$ cat src/rtl/sig_gen_pkg.sv
// ---------------------------------------------------------------------------
// sig_gen_pkg
// Shared definitions for the signal-generator key controller:
//   - waveform-select encodings (WAVE_SINE/SQUARE/TRI/SAW)
//   - frequency step table (1, 10, 100, 1000) and step-index width
//   - double-press FSM state encoding
// No ports (package).
// ---------------------------------------------------------------------------
package sig_gen_pkg;

  localparam int STEP_IDX_W = 2;

  typedef enum logic [1:0] {
    WAVE_SINE   = 2'd0,
    WAVE_SQUARE = 2'd1,
    WAVE_TRI    = 2'd2,
    WAVE_SAW    = 2'd3
  } wave_e;

  localparam logic [31:0] STEP_TABLE_0 = 32'd1;
  localparam logic [31:0] STEP_TABLE_1 = 32'd10;
  localparam logic [31:0] STEP_TABLE_2 = 32'd100;
  localparam logic [31:0] STEP_TABLE_3 = 32'd1000;

  typedef enum logic {
    DP_IDLE  = 1'b0,
    DP_WAIT2 = 1'b1
  } dp_state_e;

  // Frequency increment selected by the active step index.
  function automatic logic [31:0] step_value(input logic [STEP_IDX_W-1:0] idx);
    logic [31:0] val;
    case (idx)
      2'd0:    val = STEP_TABLE_0;
      2'd1:    val = STEP_TABLE_1;
      2'd2:    val = STEP_TABLE_2;
      default: val = STEP_TABLE_3;
    endcase
    return val;
  endfunction

endpackage

$ cat src/rtl/sig_gen_dbl_press.sv
// ---------------------------------------------------------------------------
// sig_gen_dbl_press
// Single/double press classifier for one debounced key pulse.
// A first press opens a window of DBL_WIN cycles. A second press at any edge
// t+1 .. t+DBL_WIN (inclusive) is a double press; otherwise the window closes
// at edge t+DBL_WIN and a single press is reported.
// single_evt/double_evt are combinational and valid in the cycle before the
// deciding edge, so the consumer registers the result at that same edge.
// Ports:
//   sys_clk     in  clock
//   sys_rst_n   in  asynchronous active-low reset
//   key_flag    in  1-cycle key pulse
//   single_evt  out window expired without a second press (this edge)
//   double_evt  out second press inside the window (this edge)
//   pend        out registered: a first press awaits its decision
// ---------------------------------------------------------------------------
module sig_gen_dbl_press
  import sig_gen_pkg::*;
#(
  parameter logic [23:0] DBL_WIN = 24'd50
) (
  input  logic sys_clk,
  input  logic sys_rst_n,
  input  logic key_flag,
  output logic single_evt,
  output logic double_evt,
  output logic pend
);

  dp_state_e   state_q, state_d;
  logic [23:0] cnt_q, cnt_d;

  always_ff @(posedge sys_clk or negedge sys_rst_n) begin
    if (!sys_rst_n) begin
      state_q <= DP_IDLE;
      cnt_q   <= '0;
    end else begin
      state_q <= state_d;
      cnt_q   <= cnt_d;
    end
  end

  // At edge t+k after the first press, cnt_q holds k-1.
  always_comb begin
    state_d    = state_q;
    cnt_d      = cnt_q;
    single_evt = 1'b0;
    double_evt = 1'b0;
    case (state_q)
      DP_IDLE: begin
        if (key_flag) begin
          state_d = DP_WAIT2;
          cnt_d   = '0;
        end
      end
      DP_WAIT2: begin
        cnt_d = cnt_q + 24'd1;
        if (key_flag) begin
          double_evt = 1'b1;
          state_d    = DP_IDLE;
          cnt_d      = '0;
        end else if (cnt_q == DBL_WIN - 24'd1) begin
          single_evt = 1'b1;
          state_d    = DP_IDLE;
          cnt_d      = '0;
        end
      end
      default: begin
        state_d = DP_IDLE;
        cnt_d   = '0;
      end
    endcase
  end

  assign pend = (state_q == DP_WAIT2);

endmodule

$ cat src/rtl/sig_gen_key_ctrl.sv
// ---------------------------------------------------------------------------
// sig_gen_key_ctrl
// Turns debounced key pulses into the signal-generator configuration
// (waveform select, frequency tuning word, step index). Key actions update
// the registered outputs at the edge that samples the flag.
// Optional build macro: SIG_KEY_FREQ_WRAP_EN
//   defined   -> up past FREQ_MAX loads FREQ_MIN, down below FREQ_MIN loads FREQ_MAX
//   undefined -> frequency saturates at FREQ_MIN / FREQ_MAX
// Ports:
//   sys_clk, sys_rst_n   clock, asynchronous active-low reset
//   key_wave_flag        waveform key (single: next waveform, double: defaults)
//   key_up_flag          frequency up by current step
//   key_down_flag        frequency down by current step
//   key_step_flag        cycle step index 0..3
//   wave_sel             0 sine, 1 square, 2 triangle, 3 sawtooth
//   freq_word            frequency tuning word
//   step_idx             active step index
//   wave_pend            waveform press awaiting its window decision
//   cfg_valid            1-cycle pulse after any configuration change
// ---------------------------------------------------------------------------
module sig_gen_key_ctrl
  import sig_gen_pkg::*;
#(
  parameter int                FREQ_W       = 32,
  parameter logic [FREQ_W-1:0] FREQ_DEFAULT = 32'd500,
  parameter logic [FREQ_W-1:0] FREQ_MIN     = 32'd100,
  parameter logic [FREQ_W-1:0] FREQ_MAX     = 32'd1000,
  parameter logic [23:0]       DBL_WIN      = 24'd50
) (
  input  logic                  sys_clk,
  input  logic                  sys_rst_n,
  input  logic                  key_wave_flag,
  input  logic                  key_up_flag,
  input  logic                  key_down_flag,
  input  logic                  key_step_flag,
  output logic [1:0]            wave_sel,
  output logic [FREQ_W-1:0]     freq_word,
  output logic [STEP_IDX_W-1:0] step_idx,
  output logic                  wave_pend,
  output logic                  cfg_valid
);

  logic [1:0]            wave_q, wave_d;
  logic [FREQ_W-1:0]     freq_q, freq_d;
  logic [STEP_IDX_W-1:0] step_q, step_d;
  logic                  cfg_valid_q, cfg_valid_d;

  logic single_evt, double_evt, pend;

  sig_gen_dbl_press #(
    .DBL_WIN (DBL_WIN)
  ) u_wave_press (
    .sys_clk    (sys_clk),
    .sys_rst_n  (sys_rst_n),
    .key_flag   (key_wave_flag),
    .single_evt (single_evt),
    .double_evt (double_evt),
    .pend       (pend)
  );

  // Frequency arithmetic, one bit wider to expose overflow/underflow.
  logic [FREQ_W-1:0] step_val;
  logic [FREQ_W:0]   sum, diff;
  logic [FREQ_W-1:0] freq_up, freq_down;
  logic              up_only, down_only;

  assign step_val  = FREQ_W'(step_value(step_q));
  assign sum       = {1'b0, freq_q} + {1'b0, step_val};
  assign diff      = {1'b0, freq_q} - {1'b0, step_val};
  assign up_only   = key_up_flag & ~key_down_flag;
  assign down_only = key_down_flag & ~key_up_flag;

  always_comb begin
    freq_up = sum[FREQ_W-1:0];
    if (sum > {1'b0, FREQ_MAX}) begin
`ifdef SIG_KEY_FREQ_WRAP_EN
      freq_up = FREQ_MIN;
`else
      freq_up = FREQ_MAX;
`endif
    end
  end

  // diff[FREQ_W] set means freq_q < step_val (underflow).
  always_comb begin
    freq_down = diff[FREQ_W-1:0];
    if (diff[FREQ_W] || (diff[FREQ_W-1:0] < FREQ_MIN)) begin
`ifdef SIG_KEY_FREQ_WRAP_EN
      freq_down = FREQ_MAX;
`else
      freq_down = FREQ_MIN;
`endif
    end
  end

  always_comb begin
    wave_d = wave_q;
    freq_d = freq_q;
    step_d = step_q;
    if (up_only)       freq_d = freq_up;
    if (down_only)     freq_d = freq_down;
    // Step advances alongside up/down; arithmetic above used the old step.
    if (key_step_flag) step_d = step_q + 1'b1;
    if (single_evt)    wave_d = wave_q + 2'd1;
    // Default restore wins over any same-edge key action.
    if (double_evt) begin
      wave_d = WAVE_SINE;
      freq_d = FREQ_DEFAULT;
      step_d = '0;
    end
    cfg_valid_d = (wave_d != wave_q) || (freq_d != freq_q) || (step_d != step_q);
  end

  always_ff @(posedge sys_clk or negedge sys_rst_n) begin
    if (!sys_rst_n) begin
      wave_q      <= WAVE_SINE;
      freq_q      <= FREQ_DEFAULT;
      step_q      <= '0;
      cfg_valid_q <= 1'b0;
    end else begin
      wave_q      <= wave_d;
      freq_q      <= freq_d;
      step_q      <= step_d;
      cfg_valid_q <= cfg_valid_d;
    end
  end

  assign wave_sel  = wave_q;
  assign freq_word = freq_q;
  assign step_idx  = step_q;
  assign wave_pend = pend;
  assign cfg_valid = cfg_valid_q;

endmodule

$ cat config.mk
export PLATFORM = sky130hd
export DESIGN_NAME = sig_gen_key_ctrl
export DESIGN_NICKNAME = d
export VERILOG_FILES = /design/src/rtl/sig_gen_pkg.sv /design/src/rtl/sig_gen_dbl_press.sv /design/src/rtl/sig_gen_key_ctrl.sv
export SDC_FILE = /design/constraint.sdc
export NUM_CORES = 1
export LEC_CHECK = 0
export CAP_MARGIN = 20
export CORE_MARGIN = 2
export CORE_UTILIZATION = 41
export DETAILED_ROUTE_END_ITERATION = 8
export SYNTH_ARGS = -nofsm -noshare
export SYNTH_HDL_FRONTEND = slang
export SYNTH_HIERARCHICAL = 1
export SYNTH_SLANG_ARGS = --single-unit
$ cat constraint.sdc
create_clock -name sys_clk -period 9.1 [get_ports sys_clk]
set_input_delay 0.91 -clock sys_clk [delete_from_list [all_inputs] [get_ports sys_clk]]
set_output_delay 0.91 -clock sys_clk [all_outputs]
set_load 0.02 [all_outputs]
# After elaboration in Yosys (flattened, before gate mapping)

Cells that the tools add are included.

Add/sub/neg operators: 5
Magnitude comparators: 2
Equal/unequal tests: 7
Mux-type cells: 22
Bitwise operators: 5
Reductions and logical operators: 4

Operators with widths:

| operator                                                                          | number |
|---|---|
| 32-bit 2-to-1 mux                                                                 | 5 |
| 24-bit 2-to-1 mux                                                                 | 3 |
| 24-bit one-hot mux with 2 select lines                                            | 1 |
| 32-bit by 32-bit adder with 33-bit output                                         | 1 |
| 33-bit by 10-bit greater-than comparator with 1-bit output, second input constant | 1 |
| 32-bit by 32-bit subtractor with 33-bit output                                    | 1 |
| 32-bit by 7-bit < comparator with 1-bit output, second input constant             | 1 |
| 32-bit inequality test                                                            | 1 |
| 10-bit one-hot mux with 3 select lines                                            | 1 |
| 24-bit by 1-bit adder with 24-bit output, second input constant                   | 1 |
| 24-bit by 6-bit == test with 1-bit output, second input constant                  | 1 |
| 2-bit 2-to-1 mux                                                                  | 4 |
| 1-bit 2-to-1 mux                                                                  | 7 |
| 2-bit by 1-bit adder with 2-bit output, second input constant                     | 2 |
| 2-bit inequality test                                                             | 2 |
| 1-bit logical OR                                                                  | 3 |
| 1-bit NOT                                                                         | 3 |
| 1-bit AND                                                                         | 2 |
| 2-bit by 1-bit == test with 1-bit output, second input constant                   | 1 |
| 2-bit == test, second input constant                                              | 1 |
| 2-bit zero test                                                                   | 1 |
| 2-bit inequality test, second input constant                                      | 1 |
| 1-bit one-hot mux with 2 select lines                                             | 1 |

Register bits after elaboration: 62
Output and inout port bits: 38

# Depth between registers and ports, before layout

Gate-level depths: netlist (run 1).

Depth in word-level cells: 11
Gate-level depth with buffers: 21
Depth with buffers taken out: 18

# Hierarchy

Netlist (run 1), hierarchy kept.

By module, submodules not included:

| module            | times used | cells an instance | area each (µm²) | sequential area each (µm²) |
|---|---|---|---|---|
| sig_gen_key_ctrl  | 1          | 698               | 5044.8          | 933.4 |
| sig_gen_dbl_press | 1          | 180               | 1561.5          | 625.6 |

# Worst setup path after synthesis (run 1)

Ideal clock, no wire load.

Path type: reg2reg
Start point: reg step_q[0] (netlist: step_idx[0])
End point: reg cfg_valid_q (netlist: cfg_valid)
Setup time: 138 ps
Data arrival time: 4356 ps
Path slack: 4606 ps
Cell stages (with the launch flop): 18
Buffers on the path: 2
Clock period less this slack: 4494 ps
Cells stage by stage: dfrtp_1 > ha_1 > inv_1 > ha_1 > buf_4 > nand2_1 > or4b_1 > o21ai_1 > nor2_1 > xnor2_1 > or4b_1 > nand4b_4 > and2_4 > buf_6 > a32oi_1 > a22o_1 > nand4_1 > or4_1

Cells in the longest elaborated chain, start to end: 11

RTL lines:

| item                                                                                                                                | line                                            | source |
|---|---|---|
| start, declared                                                                                                                     | sig_gen_key_ctrl.sv:45                          | `logic [STEP_IDX_W-1:0] step_q, step_d;` |
| start signal, assigned                                                                                                              | sig_gen_key_ctrl.sv:123                         | `step_q <= step_d;` |
| 2-bit == test (tied with other cells)                                                                                               | sig_gen_pkg.sv:33                               | `case (idx)` |
| 10-bit one-hot mux with 3 select lines                                                                                              | sig_gen_pkg.sv:33                               |  |
| 32-bit by 32-bit adder with 33-bit output / 32-bit by 32-bit subtractor with 33-bit output (equally long branches)                  | sig_gen_key_ctrl.sv:68, sig_gen_key_ctrl.sv:69  |  |
| 33-bit by 10-bit greater-than comparator with 1-bit output / 32-bit by 7-bit < comparator with 1-bit output (equally long branches) | sig_gen_key_ctrl.sv:75, sig_gen_key_ctrl.sv:87  |  |
| 32-bit 2-to-1 mux / 1-bit logical OR (equally long branches)                                                                        | sig_gen_key_ctrl.sv:75, sig_gen_key_ctrl.sv:87  |  |
| 32-bit 2-to-1 mux (on tied branches)                                                                                                | sig_gen_key_ctrl.sv:100, sig_gen_key_ctrl.sv:87 |  |
| 32-bit 2-to-1 mux                                                                                                                   | sig_gen_key_ctrl.sv:101                         | `if (down_only) freq_d = freq_down;` |
| 32-bit 2-to-1 mux                                                                                                                   | sig_gen_key_ctrl.sv:106                         | `if (double_evt) begin` |
| 32-bit inequality test                                                                                                              | sig_gen_key_ctrl.sv:111                         | `cfg_valid_d = (wave_d != wave_q) \|\| (freq_d != freq_q) \|\| (step_d != step_q);` |
| 1-bit logical OR                                                                                                                    | sig_gen_key_ctrl.sv:111                         |  |
| 1-bit logical OR (*)                                                                                                                | sig_gen_key_ctrl.sv:111                         |  |
| net cfg_valid_d                                                                                                                     | sig_gen_key_ctrl.sv:46                          | `logic cfg_valid_q, cfg_valid_d;` |
| end signal, assigned                                                                                                                | sig_gen_key_ctrl.sv:124                         | `cfg_valid_q <= cfg_valid_d;` |
| end, declared                                                                                                                       | sig_gen_key_ctrl.sv:46                          |  |

Mark *: on every way through the listed nets, which the timed path passes. The rest lies on a longest branch.
A chain may end at the register's enable or synchronous reset.

# Worst setup path after layout (run 1)

Ends and elaborated chain as after synthesis.

==> flow_metrics.tcl, run 1 <==
set metrics [dict create \
    synth_edf_count 0 \
    ys_seq_area_frac 0.236 \
    yosysTopAreaCell "dfrtp_1" \
    htree_num_levels 3 \
    synth_top_area_frac 0.212 \
    worstMarginPinSlew_ns 0.921 \
    fmax_mhz 177 \
    setup_violations 0 \
    path_clk_slew_ns 0.06 \
    cts_tree "yes" \
    vias_per_cell 6.48 \
    io_pins 44 \
    wl_per_cell_um 21.4 \
    ant_nets 0 \
    place.gp.congestion 0.962 \
    dp.cells 1078 \
    finClkSkew_ns 0.0105 \
    numCtsBuffers 9 \
    syn_area_per_cell_um2 7.52 \
    rsz0062_at_grt "false" \
    postCtsSetupBuffers 0 \
    ys_warn_count 6 \
    grt_use_met2 0.402 \
    io_buffers 43 \
    nets 906 \
    design_area_mm2 0.00734 \
    cap_violations 0 \
    path_cells "ha_1 > inv_1 > nand2_1 > ha_1 > nand4b_1 > a21oi_1 > o21ai_1 > a2111oi_1 > xor2_1 > nor4_1 > and4_1 > nand2_1 > a2111oi_0 > o2111a_1 > nand4_1 > or4_1" \
    slowest_delay_ns 0.66 \
    first_pass_iters 5 \
    layout.cells.non_filler 1095 \
    final_hold_viol_count 0 \
    dieWidth_um 131 \
    synth_cell_types 97 \
    fin_util 0.464 \
    p_leak_nw 2.77 \
    drtIter0Drc 953 \
    drive_above_1_share 0.0717 \
    cts_hold_buf 0 \
    p_per_area_mw_per_mm2 457 \
    path_class "flop to flop" \
    cp-start-kind "flop" \
    hpwlAfterDp_um 16900 \
    tns_ns 0 \
    crit_family "compound AO/OA/AOI/OAI gates" \
    clk_latency_ns 0.34 \
    rrSetupSlack_ns 3.44 \
    cp_max_fo 19 \
    finalWirelength_um 23400 \
    synthesis.nets 910 \
    slew_viol_final 0 \
    crit_buf_inv 1 \
    period_share 0.622 \
    crit_path_end_kind "flop" \
    antenna_found_initial 0 \
    grt_pass1_wl_um 36300 \
    irDropWorstVdd_mv 0.292 \
    vias 7092 \
    power_mw 3.35 \
    grt_util_all_layers 0.275 \
    clock-sinks 62 \
    clock-root-buffer "clkbuf_16" \
    met3_usage 0.0513 \
    status "completed" \
    synthTopCellsByArea "dfrtp_1 21%, nor2_1 5.0%, a21oi_1 4.7%, ha_1 4.5%, nand2_1 4.5%" \
    async_flop_share 1.00 \
    start_util 0.417 \
    fillers 1612 \
    diodes 0 \
    required_ns 9.32 \
    num_rows 46 \
    slew_headroom 0.370 \
    synth_area_mm2 0.00661 \
    die_y_um 131 \
    finalCriticalPeriod_ns 5.66 \
    syn_inst 878 \
    drc 0 \
    post_cts_resize_count 0 \
    grt_busiest_layer "met2" \
    timing.critical_path.slowest_stage_cell "ha_1" \
    overflow 0 \
    worstHoldPathType "flop to flop" \
    use_met1 0.399 \
    core_area_mm2 0.0158 \
    crit_arrival_ns 5.88 \
    place_area_mm2 0.00704 \
    first_global_vias 6355 \
    syn2layout_area_growth_pct 11.2 \
    ys_ff_latch 62 \
    grt_max_degree 63 \
    synth_ff_type "dfrtp_1" \
    cts.path.max_buffers 2 \
    dieArea_mm2 0.0171 \
]
## final cells by class
type / instances / area [um2] / area share
clock buffer: 10 / 229 / 0.0312
clock inverter: 6 / 62.6 / 0.00852
inverter: 37 / 139 / 0.0189
multi-input combinational: 716 / 4620 / 0.629
sequential: 62 / 1560 / 0.212
tap: 216 / 270 / 0.0368
timing repair buffer: 48 / 463 / 0.0630
## tightest hold or removal path, cell delays in order, from the launching register on
cell,delay [ns]
dfstp_2,0.41
nand2_1,0.07
nand2_1,0.05
## per-stage QoR
step / setup slack (ns) / hold WS (ns)
6_report: 3.44 / 0.531
5_1_grt: 2.96 / 0.550
4_1_cts: 3.47 / 0.520
3_5_place_dp: 3.49 / 0.504
3_3_place_gp: 3.69 / 0.521
2_1_floorplan: 4.61 / 0.505
## sequential cells by signal, indices dropped and copies added, names as in the netlist
register	flops
step_idx	2
u_wave_press/pend	1
freq_word	32
wave_sel	2
cfg_valid	1
u_wave_press/cnt_q	24
## kinds of logic (layout without fill, tap and decap cells)
kind of cell	after synthesis	after routing	synth area share
and+or+nand+nor	391	391	0.318
AOI/OAI and AO/OA	265	265	0.282
buffers and inverters	100	101	0.0657
DFF	62	62	0.236
adders and majority gates	26	26	0.0515
xor gates and xnor gates	26	26	0.0345
muxes	8	8	0.0125
## synthesized netlist by cell type (4+ instances only)
library cell and number:
a2111oi_2 4, a211o_1 4, a211oi_1 7, a21o_1 9
a21oi_1 62, a221oi_1 4, a22oi_1 7, a311oi_1 7
a31oi_1 11, a32o_1 9, a32oi_1 5, and2_1 10
and3_1 14, buf_1 5, buf_2 8, buf_4 5
buf_6 4, clkbuf_1 41, dfrtp_1 56, dfstp_2 6
ha_1 24, inv_1 35, mux2i_1 6, nand2_1 79
nand2b_1 17, nand3_1 32, nand4_1 19, nand4b_1 6
nor2_1 88, nor2b_1 11, nor3_1 36, nor3b_1 6
nor4_1 22, nor4b_1 5, o211ai_1 9, o21a_1 5
o21ai_0 54, o21ai_1 8, or3_1 10, or4_1 6
xnor2_1 17, xor2_1 9
## where the power goes
part / switching (mW) / internal (mW)
Clock: 0.132 / 0.211
Combinational: 1.54 / 0.867
Sequential: 0.246 / 0.353
## worst paths after layout
| path | cells past startpoint | endpoint | start |
|---|---|---|---|
| setup / recovery | 16 | cfg_valid$_DFF_PN0_ | step_idx[0]$_DFF_PN0_ |
| hold / removal | 2 | freq_word[5]$_DFF_PN1_ | freq_word[5]$_DFF_PN1_ |
| setup reg to reg | 16 | cfg_valid$_DFF_PN0_ | step_idx[0]$_DFF_PN0_ |
| hold reg to reg | 2 | freq_word[5]$_DFF_PN1_ | freq_word[5]$_DFF_PN1_ |
| max in group asynchronous | 2 | u_wave_press/cnt_q[3]$_DFFE_PN0P_ | sys_rst_n |
| min in group asynchronous | 2 | freq_word[10]$_DFF_PN0_ | sys_rst_n |
## per-layer routing
layer | wire (um) | up-vias
li1 | - | 3292
met1 | 10600 | 3392
met2 | 10200 | 357
met3 | 1840 | 51
met4 | 734 | 0
met5 | 0 | -
## cell usage in the layout (no fill, tap or decap), types with 7 or more instances in the layout
cell             Yosys  final
nand2b_1            17     17
a21o_1               9      9
xnor2_1             17     17
clkdlybuf4s50_1      0     42
a311oi_1             7      7
xor2_1               9      9
a31oi_1             11     11
and2_1              10     10
nor4_1              22     22
nand4_1             19     19
a21oi_1             62     62
o21ai_0             54     54
inv_1               35     35
o21ai_1              8      8
nor2_1              88     87
a211oi_1             7      7
nor2b_1             11     11
clkbuf_16            0      9
o211ai_1             9      9
ha_1                24     24
a32o_1               9      9
nor3_1              36     36
or3_1               10     10
a22oi_1              7      7
dfrtp_1             56     56
nand3_1             32     32
nand2_1             79     79
and3_1              14     14
Power figures use the tool's default switching activity.
==> run 2: changes to the inputs <==
==> constraint.sdc (replaced) <==
create_clock -name sys_clk -period 5.7 [get_ports sys_clk]
set_input_delay 0.57 -clock sys_clk [delete_from_list [all_inputs] [get_ports sys_clk]]
set_output_delay 0.57 -clock sys_clk [all_outputs]
set_load 0.02 [all_outputs]
==> run 2 against run 1 <==
Compared with the run above:
- total power grew 61%
- die area unchanged
- clock power rose by 63%
- largest cell class unchanged
==> flow_metrics.tcl, run 2 (same netlist as run 1, synthesis figures left out) <==
set metrics [dict create \
    fin_util 0.469 \
    comb_power_share 0.723 \
    layout_commonest_cell "nor2_1" \
    status "completed" \
    wl_per_cell_um 21.4 \
    drive_above_1_share 0.0831 \
    seqPwrFrac 0.173 \
    start_util 0.417 \
    finClkSkew_ns 0.0105 \
    post_cts_resize_count 0 \
    period_share 0.919 \
    layout_common_cells "87 x nor2_1, 79 x nand2_1, 62 x a21oi_1" \
    dieArea_mm2 0.0171 \
    vias_per_cell 6.51 \
    reg2regPathDepth 17 \
    rsz0062_at_grt "false" \
    wl_met2_um 9970 \
    io_buffers 43 \
    finalCriticalPeriod_ns 5.24 \
    ant_nets 0 \
    irDropWorstVdd_mv 0.409 \
    fillers 1626 \
    die_y_um 131 \
    numCtsBuffers 9 \
    cp-startpoint "step_idx[0]$_DFF_PN0_" \
    setup_violations 0 \
    drc 0 \
    path_class "flop to flop" \
    clk_latency_ns 0.34 \
    required_ns 5.91 \
    cts_hold_buf 0 \
    grt_util_all_layers 0.282 \
    tns_ns 0 \
    dieWidth_um 131 \
    nets 917 \
    largest_register_ffs 32 \
    crit_path_end_kind "flop" \
    grt_pass1_wl_um 37400 \
    place.gp.congestion 1.01 \
    swShare 0.568 \
    crit_arrival_ns 5.45 \
    core_area_mm2 0.0158 \
    r2r_start "step_idx[0]$_DFF_PN0_" \
    drtIter0Drc 902 \
    clock-sinks 62 \
    syn2layout_area_growth_pct 12.4 \
    final_hold_viol_count 0 \
    antenna_found_initial 0 \
    num_rows 46 \
    cap_violations 0 \
    highest_layer "met4" \
    slew_headroom 0.432 \
    p_int_mw 2.33 \
    p_leak_nw 2.82 \
    met1_length_um 10400 \
    io_pins 44 \
    diodes 0 \
    cts.path.max_buffers 2 \
    vias 7198 \
    cp-start-kind "flop" \
    finalWirelength_um 23700 \
    slew_viol_final 0 \
    first_pass_iters 5 \
    rrSetupSlack_ns 0.46 \
    reg2reg_to "cfg_valid$_DFF_PN0_" \
    path_clk_slew_ns 0.06 \
    fmax_mhz 191 \
    p_per_area_mw_per_mm2 726 \
    worstHoldPathType "input port to async pin" \
    cts_tree "yes" \
    clock-root-buffer "clkbuf_16" \
    postCtsSetupBuffers 0 \
    worstMarginPinSlew_ns 0.851 \
    dr_wl_met3_um 2250 \
    first_global_vias 6508 \
    clkPwrFrac 0.104 \
    power_switching_mw 3.06 \
    hpwlAfterDp_um 17200 \
    htree_num_levels 3 \
    cp_max_fo 19 \
    overflow 0 \
    grt_max_degree 63 \
]
run 2: metrics by stage:
stage	setup WS (ns)	area, um2	hold slack (ns)	instances	total power, mW
detailed placement	0.549	7130	0.527	1089	4.67
CTS	0.541	7420	0.448	1105	5.26
floorplan	1.21	6610	0.274	878	3.55
global placement	0.721	7130	0.520	1089	4.70
global route	0.0268	7420	0.500	1106	5.74
finish	0.462	7420	0.408	1106	5.39
run 2: critical path, cell delays in order (launching register included):
cell       delay, ns
dfrtp_1         0.45
inv_1           0.13
ha_1            0.24
inv_1           0.09
nand2_1         0.10
ha_1            0.69
nand4b_1        0.21
a21oi_1         0.24
o21ai_1         0.25
a2111oi_1       0.52
xor2_1          0.12
nor4_1          0.28
and4_1          0.40
and2_1          0.37
a311o_1         0.23
o2111a_1        0.21
nand4_1         0.10
or4_1           0.47
run 2: layer usage:
layer  track usage  up-vias
met1         0.410     3386
met4         0.121        0
met2         0.412      421
met5             0        -
met3        0.0485       74
li1              -     3317
run 2: final cells by class:
class	instances	area [um2]	share of cell area
Timing Repair Buffer	59	546	0.0735
Tap cell	216	270	0.0364
Clock buffer	10	229	0.0308
Clock inverter	6	61.3	0.00826
Multi-Input combinational cell	716	4620	0.622
Sequential cell	62	1560	0.210
Inverter	37	139	0.0187
run 2: worst max path at each step:
stage / end / slack [ns] / cells past startpoint
final: cfg_valid$_DFF_PN0_ / 0.46 / 17
after global routing: cfg_valid$_DFF_PN0_ / 0.03 / 17
after CTS: cfg_valid$_DFF_PN0_ / 0.54 / 17
after detailed placement: cfg_valid$_DFF_PN0_ / 0.55 / 17
after global placement: cfg_valid$_DFF_PN0_ / 0.72 / 17
after floorplan: cfg_valid$_DFF_PN0_ / 1.21 / 17
run 2: power by group through the flow:
stage / Clock, mW / Combinational (mW) / Sequential (mW)
after CTS: 0.570 / 3.77 / 0.917
after global routing: 0.590 / 4.20 / 0.954
final: 0.560 / 3.89 / 0.935
after global placement: 0 / 3.77 / 0.929
after floorplan: 0 / 2.73 / 0.820
after detailed placement: 0 / 3.75 / 0.924
